==> config.mk <==
export PLATFORM = sky130hd
export DESIGN_NAME = adc_sweep_gate
export DESIGN_NICKNAME = d
export VERILOG_FILES = /design/src/rtl/adc_gate_pkg.sv /design/src/rtl/adc_sweep_gate_sync_edge.sv /design/src/rtl/adc_sweep_gate.sv
export SDC_FILE = /design/constraint.sdc
export NUM_CORES = 1
export LEC_CHECK = 0
export BUFFER_PORTS_ARGS = -buffer_cell sky130_fd_sc_hd__buf_4
export CORE_MARGIN = 2
export CORE_UTILIZATION = 47
export DETAILED_ROUTE_END_ITERATION = 12
export PLACE_DENSITY = 0.68
export SYNTH_ARGS = -nofsm -noshare
export SYNTH_HDL_FRONTEND = slang
export SYNTH_SLANG_ARGS = --single-unit
==> constraint.sdc <==
create_clock -name adclk -period 8.13 [get_ports adclk]
set_input_delay 0 -clock adclk [delete_from_list [all_inputs] [get_ports adclk]]
set_output_delay 0 -clock adclk [all_outputs]
set_load 0.01 [all_outputs]
==> src/rtl/adc_gate_pkg.sv <==
// Shared types and default widths for the ADC sweep gate.
package adc_gate_pkg;
  localparam int ADC_W     = 12;
  localparam int DEF_DLY_W = 12;
  localparam int DEF_LEN_W = 12;
  localparam int DEF_CNT_W = 16;

  typedef enum logic [1:0] {
    IDLE      = 2'b00,
    WAIT_TRIG = 2'b01,
    DELAY     = 2'b10,
    CAPTURE   = 2'b11
  } gate_state_t;
endpackage

==> src/rtl/adc_sweep_gate_sync_edge.sv <==
// Two-flop synchronizer for an asynchronous level, plus a history flop
// that turns the synchronized level into a one-cycle rising-edge pulse.
module sync_edge (
  input  logic adclk,
  input  logic rst_n,
  input  logic raw,
  output logic level,
  output logic rise
);
  logic s1_reg, s2_reg, s3_reg;

  always_ff @(posedge adclk or negedge rst_n) begin
    if (!rst_n) begin
      s1_reg <= 1'b0;
      s2_reg <= 1'b0;
      s3_reg <= 1'b0;
    end else begin
      s1_reg <= raw;
      s2_reg <= s1_reg;
      s3_reg <= s2_reg;
    end
  end

  assign level = s2_reg;
  assign rise  = s2_reg & ~s3_reg;
endmodule

==> src/rtl/adc_sweep_gate.sv <==
// Sweep-triggered acquisition window: skips cfg_delay samples after each
// trigger, then passes exactly cfg_len samples framed by start/end pulses.
module adc_sweep_gate
  import adc_gate_pkg::*;
#(
  parameter int DLY_W = DEF_DLY_W,
  parameter int LEN_W = DEF_LEN_W,
  parameter int CNT_W = DEF_CNT_W
) (
  input  logic             adclk,
  input  logic             rst_n,
  input  logic [ADC_W-1:0] a2d_in,
  input  logic             sweep_trig,
  input  logic             arm,
  input  logic [DLY_W-1:0] cfg_delay,
  input  logic [LEN_W-1:0] cfg_len,
  output logic [ADC_W-1:0] a2d_q,
  output logic             a2d_valid,
  output logic             line_start,
  output logic             line_end,
  output logic [CNT_W-1:0] line_cnt,
  output logic             busy,
  output logic             trig_ovf
);
  gate_state_t      state_reg, state_next;
  logic [DLY_W-1:0] dly_reg, dly_next;
  logic [LEN_W-1:0] len_reg, len_next;
  logic [LEN_W-1:0] rem_reg, rem_next;
  logic [CNT_W-1:0] cnt_next;
  logic             valid_next, start_next, end_next, busy_next, ovf_next;
  logic             trig_edge, trig_level_unused, arm_s, arm_rise;

  sync_edge u_trig_sync (
    .adclk (adclk),
    .rst_n (rst_n),
    .raw   (sweep_trig),
    .level (trig_level_unused),
    .rise  (trig_edge)
  );

  sync_edge u_arm_sync (
    .adclk (adclk),
    .rst_n (rst_n),
    .raw   (arm),
    .level (arm_s),
    .rise  (arm_rise)
  );

  // rem_reg counts the samples still to emit, including the current one.
  always_comb begin
    state_next = state_reg;
    dly_next   = dly_reg;
    len_next   = len_reg;
    rem_next   = rem_reg;
    case (state_reg)
      IDLE: begin
        if (arm_s) state_next = WAIT_TRIG;
      end
      WAIT_TRIG: begin
        if (!arm_s) begin
          state_next = IDLE;
        end else if (trig_edge && (cfg_len != '0)) begin
          dly_next = cfg_delay;
          len_next = cfg_len;
          if (cfg_delay != '0) begin
            state_next = DELAY;
          end else begin
            state_next = CAPTURE;
            rem_next   = cfg_len;
          end
        end
      end
      DELAY: begin
        if (dly_reg <= DLY_W'(1)) begin
          state_next = CAPTURE;
          rem_next   = len_reg;
        end else begin
          dly_next = dly_reg - DLY_W'(1);
        end
      end
      CAPTURE: begin
        if (rem_reg <= LEN_W'(1)) begin
          state_next = arm_s ? WAIT_TRIG : IDLE;
        end else begin
          rem_next = rem_reg - LEN_W'(1);
        end
      end
      default: state_next = IDLE;
    endcase

    valid_next = (state_next == CAPTURE);
    start_next = valid_next && (state_reg != CAPTURE);
    end_next   = valid_next && (rem_next == LEN_W'(1));
    busy_next  = (state_next == DELAY) || (state_next == CAPTURE);
    ovf_next   = trig_edge && ((state_reg == DELAY) || (state_reg == CAPTURE));

    cnt_next = line_cnt;
    if (arm_rise)      cnt_next = '0;
    else if (end_next) cnt_next = line_cnt + CNT_W'(1);
  end

  always_ff @(posedge adclk or negedge rst_n) begin
    if (!rst_n) begin
      state_reg  <= IDLE;
      dly_reg    <= '0;
      len_reg    <= '0;
      rem_reg    <= '0;
      a2d_q      <= '0;
      a2d_valid  <= 1'b0;
      line_start <= 1'b0;
      line_end   <= 1'b0;
      line_cnt   <= '0;
      busy       <= 1'b0;
      trig_ovf   <= 1'b0;
    end else begin
      state_reg  <= state_next;
      dly_reg    <= dly_next;
      len_reg    <= len_next;
      rem_reg    <= rem_next;
      a2d_q      <= a2d_in;
      a2d_valid  <= valid_next;
      line_start <= start_next;
      line_end   <= end_next;
      line_cnt   <= cnt_next;
      busy       <= busy_next;
      trig_ovf   <= ovf_next;
    end
  end
endmodule

; ---- Word-level counts from Yosys, hierarchy flattened
; Cells that the tools add are included.
[totals]
register_bits = 77
out_inout_bits = 33
[classes]
muxes = 20
bitwise = 4
add_sub_neg = 3
magnitude_cmp = 2
eq_ne = 10
n_reduce_logical = 13
[op_table]
columns = op, n
row1 = 12-bit 2-to-1 mux, 8
row2 = 12-bit one-hot mux with 3 select lines, 1
row3 = 16-bit 2-to-1 mux, 2
row4 = "12-bit by 1-bit <= comparator with 1-bit output, second input constant", 2
row5 = 12-bit one-hot mux with 2 select lines, 1
row6 = 12-bit nonzero test, 2
row7 = "12-bit by 1-bit subtractor with 12-bit output, second input constant", 2
row8 = "16-bit by 1-bit adder with 16-bit output, second input constant", 1
row9 = "12-bit by 1-bit == test with 1-bit output, second input constant", 1
row10 = 2-bit 2-to-1 mux, 5
row11 = "2-bit == test, second input constant", 4
row12 = 2-bit one-hot mux with 4 select lines, 1
row13 = "2-bit inequality test, second input constant", 3
row14 = 1-bit logical AND, 4
row15 = 4-bit AND reduction, 1
row16 = 2-bit nonzero test, 2
row17 = 3-bit AND reduction, 1
row18 = 1-bit bitwise AND, 2
row19 = "2-bit by 1-bit == test with 1-bit output, second input constant", 1
row20 = 2-bit logical NOT, 1
row21 = 1-bit logical OR, 2
row22 = 1-bit 2-to-1 mux, 2
row23 = "2-bit by 1-bit inequality test with 1-bit output, second input constant", 1
row24 = 1-bit inverter, 2

; ---- Logic depth before layout (Yosys ltp)
; Gate-level depths: netlist (run 1).
[depth]
ltp_word = 10
depth_mapped = 13
depth_no_buf = 10

; ---- Cells and area by module
; From an unflattened synthesis (run 1), not the netlist that was laid out.
[hier_totals]
hier_cells = 447
area_unflattened_um2 = 4231.6
[modules_own_cells]
columns = mod, n_inst, cells_each, area_per_inst_um2
row1 = adc_sweep_gate, 1, 439, 4053.9
row2 = sync_edge, 2, 4, 88.8

; ---- Least setup slack after synthesis (run 1)
; OpenSTA, ideal clock, no wires.
[synth_path]
path_kind = reg-to-reg
from = reg rem_reg[9]
to = reg line_cnt[10]
setup_ns = 0.079
slack_ns = 4.812
stages_incl_launch_ff = 13
period_less_slack_ns = 3.318
t_arrival_ns = 3.239
cell_sequence = dfrtp_1 -> or4_1 -> buf_2 -> or3_1 -> buf_2 -> o211ai_1 -> mux2i_1 -> o211ai_1 -> or4_4 -> buf_6 -> buf_12 -> nor4_4 -> mux2i_1
[synth_via]
elab_cells_between_ends = 14
[synth_rtl]
columns = element, line_no
row1 = start: declaration, adc_sweep_gate.sv:28  ; logic [LEN_W-1:0] rem_reg, rem_next;
row2 = start signal: assignment, adc_sweep_gate.sv:119  ; rem_reg <= rem_next;
row3 = 12-bit by 1-bit subtractor with 12-bit output / 12-bit by 1-bit <= comparator with 1-bit output (equally long branches), "adc_sweep_gate.sv:85, adc_sweep_gate.sv:82"
row4 = 12-bit 2-to-1 mux (*), adc_sweep_gate.sv:82  ; if (rem_reg <= LEN_W'(1)) begin
row5 = 12-bit one-hot mux with 3 select lines (*), adc_sweep_gate.sv:55  ; case (state_reg)
row6 = named net rem_next[11], adc_sweep_gate.sv:28
row7 = 12-bit by 1-bit == test with 1-bit output (*), adc_sweep_gate.sv:93  ; end_next = valid_next && (rem_next == LEN_W'(1));
row8 = 1-bit logical AND (*), adc_sweep_gate.sv:93
row9 = 2-bit nonzero test (no line) (*), --
row10 = end signal: assignment, adc_sweep_gate.sv:124  ; line_cnt <= cnt_next;
row11 = end: declaration, adc_sweep_gate.sv:21  ; output logic [CNT_W-1:0] line_cnt,
; Mark *: on every way through the listed nets, which the timed path passes. The rest lies on a longest branch.
; A chain may end at the register's enable or synchronous reset.

; ---- Worst setup path in the final report (run 1)
[layout_path]
from = reg state_reg[0]
to = reg line_cnt[0]
[layout_via]
elab_cells_between_ends = 15
[layout_rtl]
columns = element, line_no
row1 = start: declaration, adc_sweep_gate.sv:25  ; gate_state_t state_reg, state_next;
row2 = start signal: assignment, adc_sweep_gate.sv:116  ; state_reg <= state_next;
row3 = 2-bit == test / 2-bit by 1-bit == test with 1-bit output (equally long branches), adc_sweep_gate.sv:55
row4 = 12-bit one-hot mux with 3 select lines (*), adc_sweep_gate.sv:55
row5 = named net rem_next[7], adc_sweep_gate.sv:28
row6 = 12-bit by 1-bit == test with 1-bit output (*), adc_sweep_gate.sv:93
row7 = 1-bit logical AND (*), adc_sweep_gate.sv:93
row8 = named net end_next, adc_sweep_gate.sv:30  ; logic valid_next, start_next, end_next, busy_next, ovf_next;
row9 = 2-bit nonzero test (no line) (*), --
; Marks and branches as above.

==> results of run 1 <==
[final timing paths]
check | startpoint | endpoint | cells past startpoint | slack (ns)
worst max register to register | state_reg[0]$_DFF_PN0_ | line_cnt[0]$_DFFE_PN0P_ | 8 | 4.19
worst min-delay path | cfg_delay[5] | dly_reg[5]$_DFFE_PN0P_ | 3 | 0.02
max in group asynchronous | rst_n | len_reg[4]$_DFFE_PN0P_ | 2 | 7.16
min in group asynchronous | rst_n | a2d_q[7]$_DFF_PN0_ | 2 | 0.34
worst min register to register | u_trig_sync.s1_reg$_DFF_PN0_ | u_trig_sync.level$_DFF_PN0_ | 0 | 0.35
worst max-delay path | state_reg[0]$_DFF_PN0_ | line_cnt[0]$_DFFE_PN0P_ | 8 | 4.19
[cells in the mapped netlist (3+ instances only)]
cell type   n  area [um^2]
nand3b_1    5         37.5
or2_2       6         37.5
nor4_4     13          277
nand3_1    15         75.1
buf_6       4         45.0
and3_1      9         56.3
nor2_1     32          120
a31oi_1     6         37.5
mux2_2     16          180
nor4_1     12         75.1
nand2b_1   20          125
o211ai_1    8         60.1
and2_1      3         18.8
buf_2       5         25.0
a21oi_1    28          140
mux2i_1    19          190
o41ai_1     4         35.0
inv_1       8         30.0
dfrtp_1    77         1930
ha_1        5         62.6
nand2_1    36          135
nand4b_1    4         35.0
or4_1       8         60.1
o21ai_0    29          145
or3_1       5         31.3
clkbuf_1   25         93.8
nand4_1     4         25.0
nor3_1     20          100
a221o_1     3         30.0
[worst reg2reg max path, cell delays in order (launching register included)]
cell	delay (ns)
dfrtp_1	0.80
clkinv_1	0.48
nand2_1	0.47
nor2_2	0.15
or4_1	0.55
o21ai_2	0.54
nand2_1	0.22
nor4_4	0.40
mux2i_1	0.24
[where the power goes]
| part | internal (mW) | switching [mW] | leakage, nW |
|---|---|---|---|
| Combinational | 0.141 | 0.237 | 1.38 |
| Sequential | 0.444 | 0.0840 | 0.945 |
| Clock | 0.180 | 0.166 | 0.119 |
| Total | 0.765 | 0.487 | 2.45 |
[timing repair]
item,4_1_cts,5_1_grt
buffers inserted,0,0
hold buffers,36,0
hold endpoints to repair,118,0
[layout make-up]
cell class              instances  area, um^2
inverters                       9        33.8
well taps                     133         166
fillers                       841        3900
repair buffers                113         938
multi-input cells             355        2490
flip-flops and latches         77        1930
clock inverters                 7         109
clock buffers                   9         124
[cell families (layout without fill, tap and decap cells)]
group | Yosys count | after routing
AO/OA/AOI/OAI | 106 | 106
adder cells (fa/ha/maj) | 5 | 5
buffers and inverters | 45 | 138
flip-flops | 77 | 77
multiplexers | 35 | 35
AND/OR/NAND/NOR | 209 | 209
[through the flow]
stage / cells / cell area (um^2)
after floorplan: 477 / 4640
after global placement: 651 / 5190
after detailed placement: 651 / 5190
after CTS: 703 / 5790
after global routing: 703 / 5790
final: 703 / 5790
[layer usage]
metal	share of wire [%]	wire length (um)	GRT usage, %	vias up
met5	0	0	0	-
met4	2.7	350	10.8	0
met3	6.7	880	4.84	31
met2	48	6200	41.0	200
met1	43	5620	34.9	2013
li1	-	-	-	1948
==> flow_summary.json, run 1 <==
{
  "hold_class": "input pin to register",
  "setup_tns_ns": 0,
  "viasPerCell": 5.96,
  "min_period_ns": 3.94,
  "grtUsageTotal_pct": 25.9,
  "power_mw": 1.25,
  "drtIter0Drc": 261,
  "largest_reg_flops": 16,
  "hpwl_um": 8870,
  "io_pins": 73,
  "htree_levels": 3,
  "die_y_um": 103,
  "hold_viol": 0,
  "netlist_instances": 477,
  "synth-simple-area-share_pct": 29.2,
  "fin_crit_sh_pct": 48.5,
  "async_flop_share_pct": 100,
  "post_cts_resized": 0,
  "ant_nets": 0,
  "cp-start-kind": "register",
  "drv_slew": 0,
  "final_cell_mix": "dfrtp_1 (77), buf_4 (77), nand2_1 (36), dlygate4sd3_1 (36), nor2_1 (32)",
  "wirelength_um": 13100,
  "areaGrowthSynthToFinish_pct": 24.7,
  "skew_ns": 0.0102,
  "worst_pin_slew_ns": 1.28,
  "synth_compound_area_share_pct": 15.1,
  "clockBufferDepth": 2,
  "die_w_um": 103,
  "gp_congestion": 0.983,
  "avgRoutedWirePerCell_um": 18.6,
  "cts-root-buf": "clkbuf_8",
  "antenna_cells": 0,
  "status": "completed",
  "whs_ns": 0.0246,
  "crit_arrival_ns": 4.23,
  "start_util_pct": 47.9,
  "synth_area_um2": 4640,
  "synth_edf_count": 0,
  "fmax_mhz": 254,
  "cpMaxStageDelayCell": "dfrtp_1",
  "yosysSeqAreaShare_pct": 41.5,
  "num_vias": 4192,
  "overflow": 0,
  "largest-register": "line_cnt",
  "synth_xor_xnor_area_share_pct": 0,
  "critical_path.most_common_cell": "nand2_1",
  "antenna_found_initial": 0,
  "critical-path-max-stage-delay_ns": 0.80,
  "pre_cts_ws_ns": 4.28,
  "placementRows": 36,
  "cts_tree": "done",
  "finalSetupViolCount": 0,
  "worstPathCellList": "clkinv_1 > nand2_1 > nor2_2 > or4_1 > o21ai_2 > nand2_1 > nor4_4 > mux2i_1",
  "cts_sinks": 77,
  "synth_top_family_by_area": "simple AND/OR/NAND/NOR gates",
  "drv_cap": 0,
  "synth_flop_cell": "dfrtp_1",
  "rsz0062_at_grt": "no",
  "syn-num-nets": 522,
  "synth_mux_area_share_pct": 7.98,
  "timing.final.ws_setup_ns": 4.19,
  "crit_family": "simple AND/OR/NAND/NOR gates",
  "first_global_vias": 4123,
  "worst_setup_path_end_kind": "register",
  "layout-drive-gt1-share_pct": 24.4,
  "layout.nets": 610,
  "yosys.area_share.adder_pct": 1.35,
  "slew_headroom_pct": 13.6,
  "grt_max_degree": 78,
  "required_ns": 8.42,
  "avgSynthCellArea_um2": 9.73,
  "cp_max_fo": 21,
  "clk_pin_slew_ns": 0.10,
  "drc": 0,
  "ys_types": 65,
  "critPathBufInv": 1,
  "yosysWarnings": 0,
  "core_um2": 9680,
  "dr.pass1.iters": 5,
  "cellPowerDensity_nw_per_um2": 216,
  "numCtsBuffers": 9,
  "die-area_um2": 10700,
  "ir_drop_mv": 0.123,
  "grt_pass1_wl_um": 21100,
  "synth-seq-cells": 77,
  "fin_util_pct": 59.8,
  "clkLatencyLatePin_ns": 0.37,
  "p_leak_nw": 2.45,
  "io_buffers": 72,
  "criticalPathCategory": "register to register"
}
No activity file was read; power rests on OpenSTA's default activity.
==> inputs of run 2 (changes only) <==
Settings changed: ABC_AREA from default to 1.
Clock period 8.13 ns to 3.9 ns, I/O delays scaled along.
==> run 2 against run 1 <==
Compared with the run above: largest power group unchanged; critical path depth increased by 7; area after synthesis up 3.0%; synthesized cell count up 33%; sequential cell count did not move; register-to-register slack got worse by 3.1 ns; utilization is 0.74 points higher; power rose by 22%; clock skew up 0.0064 ns; cell count increased by 24%; routed wire length shrank 3.4%; first-iteration DRC count increased by 10%; count of clock-buffer cells in the layout did not move.
==> flow_summary.json, run 2 <==
{
  "p_leak_nw": 2.95,
  "synth_top_cell_area_share_pct": 40.3,
  "drc": 0,
  "final_common_cell": "nand2_1",
  "synth_area_um2": 4780,
  "hold_viol": 0,
  "setup_tns_ns": 0,
  "num_vias": 4509,
  "largest-register": "line_cnt",
  "drv_slew": 0,
  "io_buffers": 72,
  "ant_nets": 0,
  "wl_met3_um": 509,
  "antenna_cells": 0,
  "async_flop_share_pct": 100,
  "r2r-end": "line_cnt[6]$_DFFE_PN0P_",
  "worst_setup_path_end_kind": "register",
  "r2r_cells": 15,
  "cts_sinks": 77,
  "syn-num-nets": 678,
  "final.fill_count": 952,
  "grtUsageTotal_pct": 23.6,
  "htree_levels": 3,
  "dr.pass1.iters": 5,
  "fin_cells": 872,
  "cts_tree": "done",
  "slew_headroom_pct": 20.5,
  "min_period_ns": 2.85,
  "clockBufferDepth": 2,
  "ir_drop_mv": 0.241,
  "yosysWarnings": 0,
  "synth_flop_cell": "dfrtp_1",
  "cts-root-buf": "clkbuf_8",
  "layout-drive-gt1-share_pct": 22.6,
  "status": "completed",
  "layout.nets": 779,
  "dpl.cell_count": 820,
  "finalSetupViolCount": 0,
  "crit_arrival_ns": 3.10,
  "gp_congestion": 0.946,
  "synth_top_area_cell": "dfrtp_1",
  "largest_reg_flops": 16,
  "avgRoutedWirePerCell_um": 14.5,
  "placementRows": 36,
  "hpwl_um": 9130,
  "die-area_um2": 11000,
  "cts_setup_buffers": 0,
  "cp-start-kind": "register",
  "critPathLaunch": "dly_reg[0]$_DFFE_PN0P_",
  "cp-endpoint": "line_cnt[6]$_DFFE_PN0P_",
  "synth-seq-cells": 77,
  "cpMaxStageDelayCell": "dfrtp_1",
  "hold_class": "input pin to register",
  "rrSetupSlack_ns": 1.05,
  "critical_path.most_common_cell": "nand2_1",
  "highest_layer": "met4",
  "wirelength_um": 12600,
  "post_cts_resized": 0,
  "wl_met1_um": 5860,
  "yosysSeqAreaShare_pct": 40.3,
  "grt_max_degree": 78,
  "required_ns": 4.14,
  "first_global_vias": 4429,
  "drtIter0Drc": 288,
  "io_pins": 73,
  "criticalPathCategory": "register to register",
  "netlist_instances": 633,
  "hp-start": "cfg_delay[0]",
  "overflow": 0,
  "multi_input_area_um2": 2400,
  "cp_max_fo": 18,
  "clk_pin_slew_ns": 0.10,
  "final-seq-area_um2": 1930,
  "antenna_found_initial": 0,
  "rsz0062_at_grt": "no",
  "numCtsBuffers": 9,
  "critical-path-max-stage-delay_ns": 0.39,
  "final_cell_mix": "nand2_1 (142), dfrtp_1 (77), buf_4 (74)",
  "avgSynthCellArea_um2": 7.55,
  "r2r_start": "dly_reg[0]$_DFFE_PN0P_",
  "start_util_pct": 48.7,
  "synth_common_cells": "nand2_1 (142), dfrtp_1 (77), inv_1 (69), nand3_1 (67), nor2_1 (62)",
  "power_mw": 1.53,
  "cellPowerDensity_nw_per_um2": 257,
  "fmax_mhz": 350,
  "fin_crit_sh_pct": 73.2,
  "areaGrowthSynthToFinish_pct": 24.3,
  "core_um2": 9820,
  "ys_types": 44,
  "drv_cap": 0,
  "whs_ns": 0.0374,
  "worstPathCellList": "inv_1 > ha_1 > o21ai_2 > nor2_4 > nand2_4 > o211ai_1 > nand2_1 > inv_1 > nand2_1 > nor2_2 > nand2_2 > nor2_8 > nand3_4 > nand3_1 > nand2_1",
  "synth_edf_count": 0,
  "synthMostInstantiatedCell": "nand2_1",
  "viasPerCell": 5.17,
  "skew_ns": 0.0166,
  "die_y_um": 105,
  "grt_pass1_wl_um": 20900,
  "die_w_um": 105,
  "yosys-top-cells-area": "dfrtp_1 (40%), nand2_1 (11%), nand3_1 (7.0%)",
  "clkLatencyLatePin_ns": 0.36,
  "dr_wl_met2_um": 6020,
  "worst_pin_slew_ns": 1.19
}
[run 2: worst min path at each step]
stage / endpoint / depth (start not counted) / slack (ns)
6_report: dly_reg[0]$_DFFE_PN0P_ / 5 / 0.04
5_1_grt: dly_reg[4]$_DFFE_PN0P_ / 3 / 0.05
4_1_cts: dly_reg[0]$_DFFE_PN0P_ / 5 / 0.02
3_5_place_dp: a2d_q[9]$_DFF_PN0_ / 1 / 0.11
3_3_place_gp: a2d_q[7]$_DFF_PN0_ / 1 / 0.11
2_1_floorplan: a2d_q[0]$_DFF_PN0_ / 0 / -0.30
[run 2: cell type report]
class                           count  share of cell area (%)
Sequential cell                    77                    32.4
Multi-Input combinational cell    445                    40.4
Tap cell                          133                    2.80
Clock buffer                        9                    2.08
Inverter                           91                    5.75
Timing Repair Buffer              110                    15.4
Clock inverter                      7                    1.09
[run 2: through the flow]
stage                     worst slack [ns]  area (um^2)  utilization (%)
after floorplan                       1.68         4780                -
after global placement                1.21         5390             54.9
after detailed placement              1.12         5390             54.9
after CTS                             1.10         5940             60.5
after global routing                 0.827         5940             60.5
final                                 1.05         5940             60.5
[run 2: logic make-up (layout without fill, tap and decap cells)]
family	Yosys count	in the layout	share of synthesized area (%)
AO/OA/AOI/OAI	63	63	7.85
flip-flops	77	77	40.3
AND/OR/NAND/NOR	359	359	37.6
XOR/XNOR	16	16	2.93
buffers and inverters	111	217	9.52
multiplexers	2	2	0.471
adder cells (fa/ha/maj)	5	5	1.31
[run 2: where the power goes]
group,internal [mW],switching [mW],leakage (nW)
logic,0.0619,0.0537,1.91
clock network,0.248,0.349,0.0995
registers,0.807,0.00514,0.940
[run 2: per-layer routing]
layer	GRT usage (%)	vias to the layer above
li1	-	2247
met1	31.8	2117
met2	38.5	123
met3	3.93	22
met4	8.38	0
met5	0	-
[run 2: timing repair]
action	in CTS	in global routing
hold buffers	36	0
endpoints found under the hold margin	112	0
endpoints found under the setup margin	0	0
[run 2: worst max-delay path: cells and delay by family (launching register included)]
family,cells,cell delay [ns]
adder cells (fa/ha/maj),1,0.26
buffers and inverters,2,0.19
AO/OA/AOI/OAI,2,0.34
AND/OR/NAND/NOR,10,1.55
flip-flops,1,0.39
